## src/rtl/serial_adder.sv

```systemverilog
// Bit-serial adder/subtractor: one full-adder slice plus a carry flop, LSB first.
// Start/busy/done handshake; results and flags are registered and held until the next completion.
module serial_adder #(
    parameter int WIDTH = 8
) (
    input  logic             clk,
    input  logic             rst,
    input  logic             Data_in_Start,
    input  logic             Data_in_Sub,
    input  logic [WIDTH-1:0] Data_in_A,
    input  logic [WIDTH-1:0] Data_in_B,
    input  logic             Data_in_C,
    output logic [WIDTH-1:0] Data_out_Sum,
    output logic             Data_out_Carry,
    output logic             Data_out_Overflow,
    output logic             Data_out_Busy,
    output logic             Data_out_Done
);

    localparam int CW    = (WIDTH > 1) ? $clog2(WIDTH) : 1;
    localparam int ACC_W = WIDTH - 1;

    typedef enum logic {
        IDLE = 1'b0,
        RUN  = 1'b1
    } state_t;

    state_t            state_reg, state_next;
    logic [CW-1:0]     cnt_reg, cnt_next;
    logic              c_reg, c_next;
    logic [WIDTH-1:0]  ra_reg, ra_next;
    logic [WIDTH-1:0]  rb_reg, rb_next;
    logic [ACC_W-1:0]  acc_reg, acc_next;
    logic [WIDTH-1:0]  sum_reg, sum_next;
    logic              carry_reg, carry_next;
    logic              ovf_reg, ovf_next;
    logic              busy_reg, busy_next;
    logic              done_reg, done_next;

    logic [WIDTH-1:0]  b_load;
    logic              s_bit;
    logic              c_out;
    logic              last_bit;

    // Subtraction is A + ~B + ~C, so B is inverted on load and the borrow folds into the carry flop.
    genvar gi;
    generate
        for (gi = 0; gi < WIDTH; gi++) begin : g_b_load
            assign b_load[gi] = Data_in_B[gi] ^ Data_in_Sub;
        end
    endgenerate

    assign s_bit    = ra_reg[0] ^ rb_reg[0] ^ c_reg;
    assign c_out    = (ra_reg[0] & rb_reg[0]) | (c_reg & (ra_reg[0] ^ rb_reg[0]));
    assign last_bit = (cnt_reg == CW'(WIDTH - 1));

    always_comb begin
        state_next = state_reg;
        cnt_next   = cnt_reg;
        c_next     = c_reg;
        ra_next    = ra_reg;
        rb_next    = rb_reg;
        acc_next   = acc_reg;
        sum_next   = sum_reg;
        carry_next = carry_reg;
        ovf_next   = ovf_reg;
        busy_next  = busy_reg;
        done_next  = 1'b0;

        case (state_reg)
            IDLE: begin
                if (Data_in_Start) begin
                    ra_next    = Data_in_A;
                    rb_next    = b_load;
                    c_next     = Data_in_C ^ Data_in_Sub;
                    cnt_next   = '0;
                    busy_next  = 1'b1;
                    state_next = RUN;
                end
            end
            RUN: begin
                c_next   = c_out;
                ra_next  = ra_reg >> 1;
                rb_next  = rb_reg >> 1;
                // acc holds the WIDTH-1 low sum bits; the final bit joins it directly at completion.
                acc_next = ACC_W'({s_bit, acc_reg} >> 1);
                cnt_next = cnt_reg + CW'(1);
                if (last_bit) begin
                    sum_next   = {s_bit, acc_reg};
                    carry_next = c_out;
                    ovf_next   = c_reg ^ c_out;
                    done_next  = 1'b1;
                    busy_next  = 1'b0;
                    cnt_next   = '0;
                    state_next = IDLE;
                end
            end
            default: begin
                state_next = IDLE;
                busy_next  = 1'b0;
            end
        endcase
    end

    always_ff @(posedge clk or posedge rst) begin
        if (rst) begin
            state_reg <= IDLE;
            cnt_reg   <= '0;
            c_reg     <= 1'b0;
            ra_reg    <= '0;
            rb_reg    <= '0;
            acc_reg   <= '0;
            sum_reg   <= '0;
            carry_reg <= 1'b0;
            ovf_reg   <= 1'b0;
            busy_reg  <= 1'b0;
            done_reg  <= 1'b0;
        end else begin
            state_reg <= state_next;
            cnt_reg   <= cnt_next;
            c_reg     <= c_next;
            ra_reg    <= ra_next;
            rb_reg    <= rb_next;
            acc_reg   <= acc_next;
            sum_reg   <= sum_next;
            carry_reg <= carry_next;
            ovf_reg   <= ovf_next;
            busy_reg  <= busy_next;
            done_reg  <= done_next;
        end
    end

    assign Data_out_Sum      = sum_reg;
    assign Data_out_Carry    = carry_reg;
    assign Data_out_Overflow = ovf_reg;
    assign Data_out_Busy     = busy_reg;
    assign Data_out_Done     = done_reg;

endmodule

```

## config.mk

```make
export PLATFORM = sky130hd
export DESIGN_NAME = serial_adder
export DESIGN_NICKNAME = d
export VERILOG_FILES = /design/src/rtl/serial_adder.sv
export SDC_FILE = /design/constraint.sdc
export NUM_CORES = 1
export LEC_CHECK = 0
export ABC_AREA = 1
export CAP_MARGIN = 20
export CORE_ASPECT_RATIO = 0.75
export CORE_UTILIZATION = 31
export DETAILED_ROUTE_END_ITERATION = 10
export SLEW_MARGIN = 20
export SYNTH_ARGS = -nofsm -noshare
export SYNTH_HDL_FRONTEND = slang
export SYNTH_SLANG_ARGS = --single-unit
```

## constraint.sdc

```tcl
create_clock -name clk -period 1.37 [get_ports clk]
set_input_delay 0.137 -clock clk [delete_from_list [all_inputs] [get_ports clk]]
set_output_delay 0.137 -clock clk [all_outputs]
set_load 0.01 [all_outputs]
```

==> results.ini, run 1 <==
[status]
status=finished, final reports clean

[route]
drt-total-wl_microns=3352
viasPerCell=4.164
drtIter0Drc=55
wl_per_cell_microns=9.660
dr_total_vias=1445
drt_first_pass_iters=4
ant_nets=0
remaining_drc_errors=0

[clocking]
clock_path_buffers=2
cts_made_buffers=5
clkSlewWorstSetupHoldPaths_ps=70
postCtsSetupRepairBufs=0
ctsHoldBuffers=0
post_cts_resized=0
clock-root-buffer=clkbuf_8
cts.htree.levels=2
cts_tree=done
clkLatencyLatePin_ps=280
clock-sinks=40

[layout]
final_cell_mix=107 x nand2_1, 40 x dfrtp_1, 30 x clkdlybuf4s50_1
fin_cells=347
antenna_cells=0
nets=294
areaGrowthSynthToFinish_pct=28.25
drive_above_1_share=0.07807
final_common_cell=nand2_1
fillCellCount=597

[power_and_ir_drop]
cell_internal_pwr_mw=2.839
switching_power_mw=1.564
clkPwrFrac=0.162
powerDensity_nw_per_um2=1850
power_frac_seq=0.446
leakage_nw=1.318
p_comb_frac=0.392
p_sw_frac=0.3552
ir_drop_mv=0.5241
fin_total_pwr_mw=4.403

[timing]
maxSlewHeadroom=0.7657
hold_ws_ps=218.3
finalCritPeriodShare=0.9684
fin_setup_tns_ps=0
finalClockSkew_ps=3.919
setup_ws_ps=43.29
setup_viol=0
fmax_mhz=753.7
hold_viol=0
slew_viol_final=0
rsz0062_at_grt=no
worst_pin_slew_ps=351.5
period_needed_ps=1327

[worst_setup_path]
cp_slowest_cell=clkdlybuf4s50_1
r2r_end=c_reg$_DFFE_PP0P_
start_kind=flip-flop
endpoint_kind=output pin
critPathKind=flip-flop to output pin
worstPathRequired_ps=1230
cp_top_family=buffers and inverters
cpPeakStageDelay_ps=540
arrival_ps=1190
path_cells=clkdlybuf4s50_1
cp_max_fo=2
rr_worst_depth=5
r2r_start=c_reg$_DFFE_PP0P_
startpoint=Data_out_Carry$_DFFE_PP0P_
reg2reg_slack_ps=100
worst-path-buf-inv=1

[die]
die-area_sq_um=6302
initial_utilization=0.3202
rows=24
die_y_microns=69
core_area_sq_um=5796
io_pins=33
die_w_microns=91.34

[yosys]
netlist_instances=230
synth.avg_cell_area_sq_um=8.068
syn_nets=255
yosysTopAreaCell=dfrtp_1
synth_seq_area_share=0.5394
syn-cell-area_sq_um=1856
ys_warn_count=0
synth_top_area_frac=0.5394
synth.area.top_cells=dfrtp_1 54%, nand2_1 22%, inv_1 5.9%
synth.distinct_cells=20
ys_seq_elements=40

[grt]
track_usage=0.1184
grt_remaining_overflow=0
grt_pass1_vias=1319
grt_start_max_net_pins=41
antenna_found_initial=0
grt_pass1_wl_microns=5968

[job]
maxCapViolCount=0

[place]
dp_hpwl_microns=2402
place_congestion=0.6975
placedCellCount=340
preCtsSetupSlack_ps=92.43
portBuffers=32

[hold_path]
hold_path_class=input pin to async pin

metrics by stage:
step / instance area [sq um] / util
after floorplan: 1856 / -
after global placement: 2297 / 0.3964
after detailed placement: 2297 / 0.3964
after CTS: 2375 / 0.4098
after global routing: 2380 / 0.4106
final: 2380 / 0.4106
cell type report:
| cell class | count | area (sq um) | share of cell area |
|---|---|---|---|
| Sequential cell | 40 | 1001 | 0.4206 |
| Multi-Input combinational cell | 149 | 663.1 | 0.2787 |
| Timing Repair Buffer | 41 | 417.9 | 0.1756 |
| Inverter | 32 | 122.6 | 0.05152 |
| Tap cell | 78 | 97.59 | 0.04101 |
| Clock buffer | 6 | 72.57 | 0.03049 |
| Clock inverter | 1 | 5.005 | 0.002103 |
cells by family after synthesis:
family                   Yosys count  synth area share
AND/OR/NAND/NOR                  121            0.2603
adder cells (fa/ha/maj)            4           0.03102
buffers and inverters             41            0.1032
AO/OA/AOI/OAI                     24           0.06608
flip-flops                        40            0.5394
synth_stat cells, drive strengths merged:
master,n
buf,9
ha,3
dfrtp,40
nor2,3
fa,1
o21ai,15
inv,32
a22oi,1
nand2,109
nand3,9
a21oi,8
layer usage:
metal  GRT usage  vias up  part of all wire
met1      0.1674      642              0.54
met4     0.02646        0            0.0039
met5           0        -                 0
met2      0.1785       28              0.42
li1            -      773                 -
met3     0.03642        2             0.041
worst max path at each step:
stage | endpoint | slack (ps) | cells after the start
CTS | Data_out_Carry | 30 | 1
finish | Data_out_Carry | 40 | 1
global placement | c_reg$_DFFE_PP0P_ | 120 | 5
floorplan | Data_out_Carry$_DFFE_PP0P_ | 150 | 5
global route | c_reg$_DFFE_PP0P_ | 8 | 5
detailed placement | Data_out_Sum[1]$_DFFE_PP0P_ | 90 | 6
power groups by stage:
stage	Sequential [mW]	Clock, mW	Combinational, mW
6_report	1.96	0.714	1.73
5_1_grt	2.03	0.794	1.99
4_1_cts	1.97	0.746	1.76
3_5_place_dp	1.99	0	1.76
3_3_place_gp	1.97	0	1.73
2_1_floorplan	1.97	0	1.11
No activity file was read; power rests on OpenSTA's default activity.
==> run 2: changes to the inputs <==
Settings changed: CORE_MARGIN set to 2.
==> results.ini, run 2 (synthesis gave the netlist of run 1 again) <==
[timing]
finalCritPeriodShare=0.9670  ; -0.001362
rsz0062_at_grt=no
finalClockSkew_ps=4.499  ; +0.5799 ps
worst_pin_slew_ps=341.1  ; -10.41 ps
setup_ws_ps=45.16  ; +1.866 ps
period_needed_ps=1325  ; -1.866 ps
slew_viol_final=0  ; unchanged
hold_viol=0  ; unchanged
setup_viol=0  ; unchanged
fmax_mhz=754.8  ; +0.14%
maxSlewHeadroom=0.7726  ; +0.006943
fin_setup_tns_ps=0  ; unchanged

[layout]
drive_above_1_share=0.07836  ; +0.0002913
antenna_cells=0  ; unchanged
final_cell_mix=107 x nand2_1, 40 x dfrtp_1, 31 x clkdlybuf4s50_1
final_common_cell=nand2_1
fillCellCount=592  ; -0.84%
fin_util=0.4115  ; +0.0008630
areaGrowthSynthToFinish_pct=28.52
nets=293  ; -0.34%

[die]
die_y_microns=71  ; +2.9%
core_area_sq_um=5796  ; unchanged
rows=24  ; unchanged
io_pins=33  ; unchanged
die-area_sq_um=6627  ; +5.2%
initial_utilization=0.3202  ; unchanged
die_w_microns=93.34  ; +2.2%

[clocking]
ctsHoldBuffers=0  ; unchanged
cts_made_buffers=5  ; unchanged
postCtsSetupRepairBufs=0  ; unchanged
cts_tree=done
post_cts_resized=0  ; unchanged
clock_path_buffers=2  ; unchanged
clock-root-buffer=clkbuf_8
clkLatencyLatePin_ps=280  ; about the same
clkSlewWorstSetupHoldPaths_ps=70  ; about the same
cts.htree.levels=2  ; unchanged
clock-sinks=40  ; unchanged

[route]
dr_total_vias=1419  ; -1.8%
viasPerCell=4.101  ; -1.5%
drt-total-wl_microns=3393  ; +1.2%
remaining_drc_errors=0  ; unchanged
drtIter0Drc=89  ; +62%
drt_first_pass_iters=4  ; unchanged
wl_per_cell_microns=9.806  ; +1.5%
wl_met2_microns=1469  ; +4.9%
ant_nets=0  ; unchanged
route.met3.wl_microns=148  ; +7.2%
highest_layer=met3
routedLengthMet1_microns=1775  ; -1.3%

[worst_setup_path]
worstPathRequired_ps=1230  ; about the same
path_cells=clkdlybuf4s50_1
critPathKind=flip-flop to output pin
cp_max_fo=2  ; unchanged
arrival_ps=1190  ; about the same
endpoint_kind=output pin
cp_top_family=buffers and inverters
worst-path-buf-inv=1  ; unchanged
cpPeakStageDelay_ps=540  ; about the same
cp_slowest_cell=clkdlybuf4s50_1
start_kind=flip-flop

[place]
dp_hpwl_microns=2415  ; +0.53%
preCtsSetupSlack_ps=86.31  ; -6.119 ps
place_congestion=0.7098  ; +1.8%
portBuffers=32  ; unchanged

[job]
maxCapViolCount=0  ; unchanged

[status]
status=finished, final reports clean

[power_and_ir_drop]
leakage_nw=1.301  ; -1.3%
powerDensity_nw_per_um2=1856  ; +0.31%
ir_drop_mv=0.5255  ; +0.27%

[grt]
grt_pass1_wl_microns=6210  ; +4.1%
antenna_found_initial=0  ; unchanged
track_usage=0.1172  ; -0.001225
grt_remaining_overflow=0  ; unchanged
grt_pass1_vias=1397  ; +5.9%
grt_start_max_net_pins=41  ; unchanged

[hold_path]
hold_path_class=input pin to async pin

[run 2: final timing paths]
path | startpoint | to | slack (ps) | cells past startpoint
hold / removal | rst | Data_out_Done$_DFF_PP0_ | 210 | 3
setup / recovery | Data_out_Overflow$_DFFE_PP0P_ | Data_out_Overflow | 50 | 1
setup reg to reg | cnt_reg[0]$_DFFE_PP0P_ | Data_out_Sum[1]$_DFFE_PP0P_ | 80 | 6
min in group clk | Data_in_A[7] | ra_reg[7]$_DFFE_PP0P_ | 400 | 3
max in group asynchronous | rst | rb_reg[2]$_DFFE_PP0P_ | 970 | 3
hold reg to reg | rb_reg[7]$_DFFE_PP0P_ | rb_reg[7]$_DFFE_PP0P_ | 480 | 2
[run 2: stage by stage]
| step | area (sq um) | instances | hold WS (ps) | power [mW] |
|---|---|---|---|---|
| after floorplan | 1856 | 230 | 246.6 | 3.081 |
| after global placement | 2302 | 339 | 459.9 | 3.710 |
| after detailed placement | 2302 | 339 | 466.7 | 3.765 |
| after CTS | 2380 | 346 | 217.5 | 4.500 |
| after global routing | 2385 | 346 | 251.2 | 4.860 |
| final | 2385 | 346 | 209.3 | 4.426 |
[run 2: layer usage]
metal	vias up	track usage
li1	768	-
met5	-	0
met1	626	0.1634
met2	25	0.1839
met4	0	0.02451
met3	0	0.03301
[run 2: final cells by class]
class	instances	area (sq um)	area share
tap	78	97.59	0.04092
clock buffer	6	72.57	0.03043
timing repair buffer	40	420.4	0.1763
inverter	32	122.6	0.05142
clock inverter	1	5.005	0.002099
multi-input combinational	149	665.6	0.2791
sequential	40	1001	0.4197
[run 2: where the power goes]
part           switching, mW  internal (mW)  leakage (nW)
combinational          0.905          0.845         0.739
sequential             0.292           1.66         0.520
clock                  0.373          0.346        0.0410
==> run 3: changes to the inputs <==
Settings changed: ABC_AREA 1 to not set, ABC_CLOCK_PERIOD_IN_PS set to 1370, SLEW_MARGIN 20 to not set.
==> results.ini, run 3 <==
[status]
status=finished, final reports clean

[worst_setup_path]
critPathKind=flip-flop to flip-flop
r2r_start=cnt_reg[0]$_DFFE_PP0P_
arrival_ps=1530  ; +340 ps
startpoint=cnt_reg[0]$_DFFE_PP0P_
rr_worst_depth=4  ; -2
reg2reg_slack_ps=20  ; -60 ps
r2r_end=Data_out_Overflow$_DFFE_PP0P_
start_kind=flip-flop
worstPathRequired_ps=1550  ; +320 ps
cp_max_fo=5  ; +3
endpoint_kind=flip-flop

[clocking]
cts_tree=done
cts.htree.levels=2  ; unchanged
cts_made_buffers=5  ; unchanged
clkSlewWorstSetupHoldPaths_ps=80  ; about the same
clock-sinks=40  ; unchanged
clock-root-buffer=clkbuf_8
clock_path_buffers=2  ; unchanged
clkLatencyLatePin_ps=290  ; about the same
ctsHoldBuffers=0  ; unchanged

[timing]
worst_pin_slew_ps=230.4  ; -110.7 ps
hold_viol=0  ; unchanged
period_needed_ps=1346  ; +21.13 ps
rsz0062_at_grt=yes
finalClockSkew_ps=4.358  ; -0.1418 ps
setup_ws_ps=24.03  ; -21.13 ps
setup_viol=0  ; unchanged
finalCritPeriodShare=0.9825  ; +0.01542
hold_ws_ps=200.9  ; -8.424 ps
fin_setup_tns_ps=0  ; unchanged
slew_viol_final=0  ; unchanged
maxSlewHeadroom=0.8464  ; +0.07377
fmax_mhz=743.0  ; -1.6%

[hold_path]
hold_path_class=input pin to async pin

[die]
die_w_microns=91.94  ; -1.5%
core_area_sq_um=5468  ; -5.7%
initial_utilization=0.3288  ; +0.008669
rows=23  ; -4.2%
die_y_microns=69.96  ; -1.5%
die-area_sq_um=6432  ; -2.9%
io_pins=33  ; unchanged

[grt]
grt_remaining_overflow=0  ; unchanged
grt_pass1_wl_microns=5823  ; -6.2%
track_usage=0.1141  ; -0.003059
grt_pass1_vias=1273  ; -8.9%
antenna_found_initial=0  ; unchanged
grt_start_max_net_pins=41  ; unchanged

[power_and_ir_drop]
leakage_nw=1.097  ; -16%
ir_drop_mv=0.5525  ; +5.1%
powerDensity_nw_per_um2=1909  ; +2.9%

[place]
portBuffers=32  ; unchanged
place_congestion=0.7711  ; +8.6%
dp_hpwl_microns=2262  ; -6.3%
preCtsSetupSlack_ps=-97.07  ; -183.4 ps

[route]
drt_first_pass_iters=5  ; +1
dr_total_vias=1190  ; -16%
drt-total-wl_microns=3328  ; -1.9%
wl_per_cell_microns=12.51  ; +28%
remaining_drc_errors=0  ; unchanged
viasPerCell=4.474  ; +9.1%
drtIter0Drc=47  ; -47%
ant_nets=0  ; unchanged

[layout]
final_common_cell=dfrtp_1
final_cell_mix=39 x dfrtp_1, 28 x clkdlybuf4s50_1, 16 x nand2_1
antenna_cells=0  ; unchanged
nets=215  ; -27%
areaGrowthSynthToFinish_pct=37.02
drive_above_1_share=0.2408  ; +0.1625
fin_util=0.4506  ; +0.03909

[yosys]
netlist_instances=146  ; -37%
syn-cell-area_sq_um=1798  ; -3.1%
synth_edf_count=0  ; unchanged
synth.avg_cell_area_sq_um=12.31  ; +53%
ys_warn_count=0  ; unchanged
synth.distinct_cells=20  ; unchanged
ys_seq_elements=40  ; unchanged
synth.area.top_cells=dfrtp_1 56%, mux2_2 11%, mux2i_1 4.5%
async_reset_ff_frac=1.000  ; unchanged
synth_top_area_frac=0.5567  ; +0.01727
synth_seq_area_share=0.5567  ; +0.01727
synth.most_common_cell=dfrtp_1
yosysTopAreaCell=dfrtp_1
synthFlopType=dfrtp_1
syn_nets=171  ; -33%
synth_common_cells=40 x dfrtp_1, 17 x mux2_2, 17 x nand2_1

[job]
maxCapViolCount=0  ; unchanged

[run 3: power breakdown]
| part | switching [mW] | internal (mW) | leakage, nW |
|---|---|---|---|
| registers | 0.349 | 1.71 | 0.495 |
| clock network | 0.412 | 0.402 | 0.0510 |
| logic | 0.708 | 1.12 | 0.551 |
| total | 1.47 | 3.23 | 1.10 |
[run 3: worst max-delay path, cell delays in order (launching register included)]
cell and delay, ps:
dfrtp_1 430, ha_4 190, ha_4 190, nand2_4 100, mux2_2 330
[run 3: worst max path at each step]
stage                                     to  slack, ps  depth (start not counted)
5_1_grt        Data_out_Overflow$_DFFE_PP0P_        -20                          4
4_1_cts          Data_out_Sum[2]$_DFFE_PP0P_          1                          4
6_report       Data_out_Overflow$_DFFE_PP0P_         20                          4
2_1_floorplan     Data_out_Carry$_DFFE_PP0P_         20                          5
3_5_place_dp     Data_out_Sum[2]$_DFFE_PP0P_       -100                          4
3_3_place_gp     Data_out_Sum[1]$_DFFE_PP0P_        -30                          4
[run 3: per-stage QoR]
stage	cells	power, mW	cell area (sq um)
after floorplan	146	3.052	1814
after global placement	254	3.709	2282
after detailed placement	254	3.792	2282
after CTS	264	4.685	2411
after global routing	266	5.053	2464
final	266	4.703	2464
[run 3: cell type report]
class	instances	area (sq um)
repair buffers	46	473.0
clock inverters	2	10.01
flip-flops and latches	40	1002
multi-input cells	93	787.0
inverters	4	15.01
clock buffers	6	82.58
fillers	505	3004
well taps	75	93.84
[run 3: what timing repair did]
item / CTS / global route
cloned: 1 / 0
resized for setup: 4 / 9
setup buffers: 1 / 2
endpoints found under the setup margin: 10 / 13
pin swaps: 0 / 3
[run 3: routing by layer]
layer	wire length [microns]	vias up	global-route usage	part of all wire
met1	1600	560	0.1381	0.48
met4	67	0	0.05473	0.020
met3	184	7	0.03452	0.055
li1	-	588	-	-
met2	1475	35	0.1863	0.44
met5	0	-	0	0
[run 3: logic make-up after synthesis]
family / after synthesis / share of synthesized area
and+or+nand+nor: 32 / 0.09464
xor gates and xnor gates: 10 / 0.04872
muxes: 25 / 0.1510
adders and majority gates: 4 / 0.03201
AOI/OAI and AO/OA: 21 / 0.07516
buffers and inverters: 14 / 0.04175
DFF: 40 / 0.5567
==> variant: new RTL, config.mk and constraints of run 3 <==
Register the inputs `Data_in_Start`, `Data_in_Sub`, `Data_in_A`, `Data_in_B` and `Data_in_C` before use, without a reset. The logic sees them one clock later.
--- a/src/rtl/serial_adder.sv
+++ b/src/rtl/serial_adder.sv
@@ -25,6 +25,20 @@
         RUN  = 1'b1
     } state_t;
 
+    logic Data_in_Start_q;
+    logic Data_in_Sub_q;
+    logic [WIDTH-1:0] Data_in_A_q;
+    logic [WIDTH-1:0] Data_in_B_q;
+    logic Data_in_C_q;
+
+    always_ff @(posedge clk) begin
+        Data_in_Start_q <= Data_in_Start;
+        Data_in_Sub_q   <= Data_in_Sub;
+        Data_in_A_q     <= Data_in_A;
+        Data_in_B_q     <= Data_in_B;
+        Data_in_C_q     <= Data_in_C;
+    end
+
     state_t            state_reg, state_next;
     logic [CW-1:0]     cnt_reg, cnt_next;
     logic              c_reg, c_next;
@@ -46,7 +60,7 @@
     genvar gi;
     generate
         for (gi = 0; gi < WIDTH; gi++) begin : g_b_load
-            assign b_load[gi] = Data_in_B[gi] ^ Data_in_Sub;
+            assign b_load[gi] = Data_in_B_q[gi] ^ Data_in_Sub_q;
         end
     endgenerate
 
@@ -69,10 +83,10 @@
 
         case (state_reg)
             IDLE: begin
-                if (Data_in_Start) begin
-                    ra_next    = Data_in_A;
+                if (Data_in_Start_q) begin
+                    ra_next    = Data_in_A_q;
                     rb_next    = b_load;
-                    c_next     = Data_in_C ^ Data_in_Sub;
+                    c_next     = Data_in_C_q ^ Data_in_Sub_q;
                     cnt_next   = '0;
                     busy_next  = 1'b1;
                     state_next = RUN;
Behaviour: not the same (a bounded check fails within 4 cycles, from zero or initial values and one cycle with rst high).
==> variant against run 3 <==
- die area grew 23%
- total power grew 21%
- sequential cell count increased by 19
- via count increased by 10%
- worst setup slack worse by 23 ps
- clock power up 66%
- wire length is 7.0% higher
- synthesized area increased by 24%
- critical endpoint is now Data_out_Sum[7]
- worst hold slack got worse by 51 ps
- largest cell class unchanged
- synthesized cell count up 12%
- clock skew decreased by 0.57 ps
- cell area increased by 19%
==> variant: results (changes against run 3) <==
- 1st-iter DRT viols: 42 (was 47)
- # nets final: 239 (was 215)
- Largest stage delay on the critical path: 410 ps (was 430 ps)
- Commonest cells in the netlist: 40 x dfrtp_1, 19 x dfxtp_1, 17 x nand2_1 (was 40 x dfrtp_1, 17 x mux2_2, 17 x nand2_1)
- Fillers: 659 (was 505)
- Gp weighted congestion: 0.6505 (was 0.7711)
- Reg-to-reg endpoint: Data_out_Sum[7] (was Data_out_Overflow)
- Fin cells: 317 (was 266)
- CTS Buf Count: 9 (was 5)
- Reg2Reg Setup Slack: 1 ps (was 20 ps)
- Register area share after synthesis: 0.6195 (was 0.5567)
- H-tree depth: 3 (was 2)
- VDD IR-drop max: 0.7401 mV (was 0.5525 mV)
- First-pass GRT wire length: 6203 um (was 5823 um)
- Avg Cell Area, Syn: 13.60 um2 (was 12.31 um2)
- Share of cells above drive strength 1: 0.2237 (was 0.2408)
- Global-route total usage across every layer: 0.1061 (was 0.1141)
- Status: completed (unchanged)
- First-pass iteration count of the detailed router: 4 (was 5)
- Wire per inst: 11.23 um (was 12.51 um)
- Leak: 1.342 nW (was 1.097 nW)
- Syn_nets: 189 (was 171)
- Post-DP HPWL: 2390 um (was 2262 um)
- Insertion delay to the later sink of the worst-skew pair: 330 ps (was 290 ps)
- R2R cell count: 5 (was 4)
[variant: metal layers]
| metal | GRT usage | part of all wire | wire length, um | vias up |
|---|---|---|---|---|
| met1 | 0.1404 | 0.49 | 1737 | 599 |
| met2 | 0.1388 | 0.43 | 1515 | 39 |
| met4 | 0.06000 | 0.025 | 88 | 0 |
| met5 | 0 | 0 | 0 | - |
| met3 | 0.05225 | 0.061 | 219 | 9 |
| li1 | - | - | - | 666 |
[variant: cell families after synthesis]
| family | after synthesis | synth area share |
|---|---|---|
| mux | 25 | 0.1369 |
| flops | 59 | 0.6195 |
| xor+xnor | 10 | 0.03928 |
| simple gates | 33 | 0.07800 |
| fa+ha+maj | 4 | 0.02582 |
| buf+inv | 12 | 0.03871 |
| compound gates | 21 | 0.06173 |
[variant: per-stage QoR]
step,setup slack [ps],total power [mW],hold WS [ps]
6_report,1.127,5.688,149.7
5_1_grt,-38.18,6.129,158.8
4_1_cts,-16.92,5.725,148.3
3_5_place_dp,-52.41,4.389,473.2
3_3_place_gp,-36.05,4.361,459.5
2_1_floorplan,15.80,3.704,164.7
[variant: what timing repair did]
action,in CTS,in global routing
setup buffers,0,2
setup endpoints to repair,19,11
gates resized for setup,15,3
pin swaps,1,0
[variant: where the power goes]
part / internal, mW / leakage (nW) / total, mW / switching [mW]
Clock: 0.702 / 0.0863 / 1.35 / 0.647
Sequential: 2.27 / 0.663 / 2.61 / 0.338
Combinational: 1.03 / 0.593 / 1.73 / 0.694
Total: 4.01 / 1.34 / 5.69 / 1.68
[variant: final cells by class]
type,instances,area (um2),share of cell area
Timing Repair Buffer,48,454.2,0.1545
Sequential cell,59,1381,0.4698
Clock inverter,4,26.28,0.008936
Multi-Input combinational cell,93,799.5,0.2719
Inverter,3,11.26,0.003830
Tap cell,98,122.6,0.04170
Clock buffer,12,145.1,0.04936
[variant: tightest hold or removal path, stage by stage]
cell	delay [ps]
clkdlybuf4s50_1	390
inv_1	90
buf_12	230
[variant: how the worst max path moves through the flow]
stage | start | end | slack, ps
after detailed placement | cnt_reg[1] | Data_out_Sum[1] | -50
after global routing | cnt_reg[0] | Data_out_Sum[7] | -40
after floorplan | cnt_reg[1] | Data_out_Carry | 20
final | cnt_reg[0] | Data_out_Sum[7] | 1
after global placement | cnt_reg[1] | Data_out_Sum[0] | -40
after CTS | cnt_reg[0] | Data_out_Sum[7] | -20
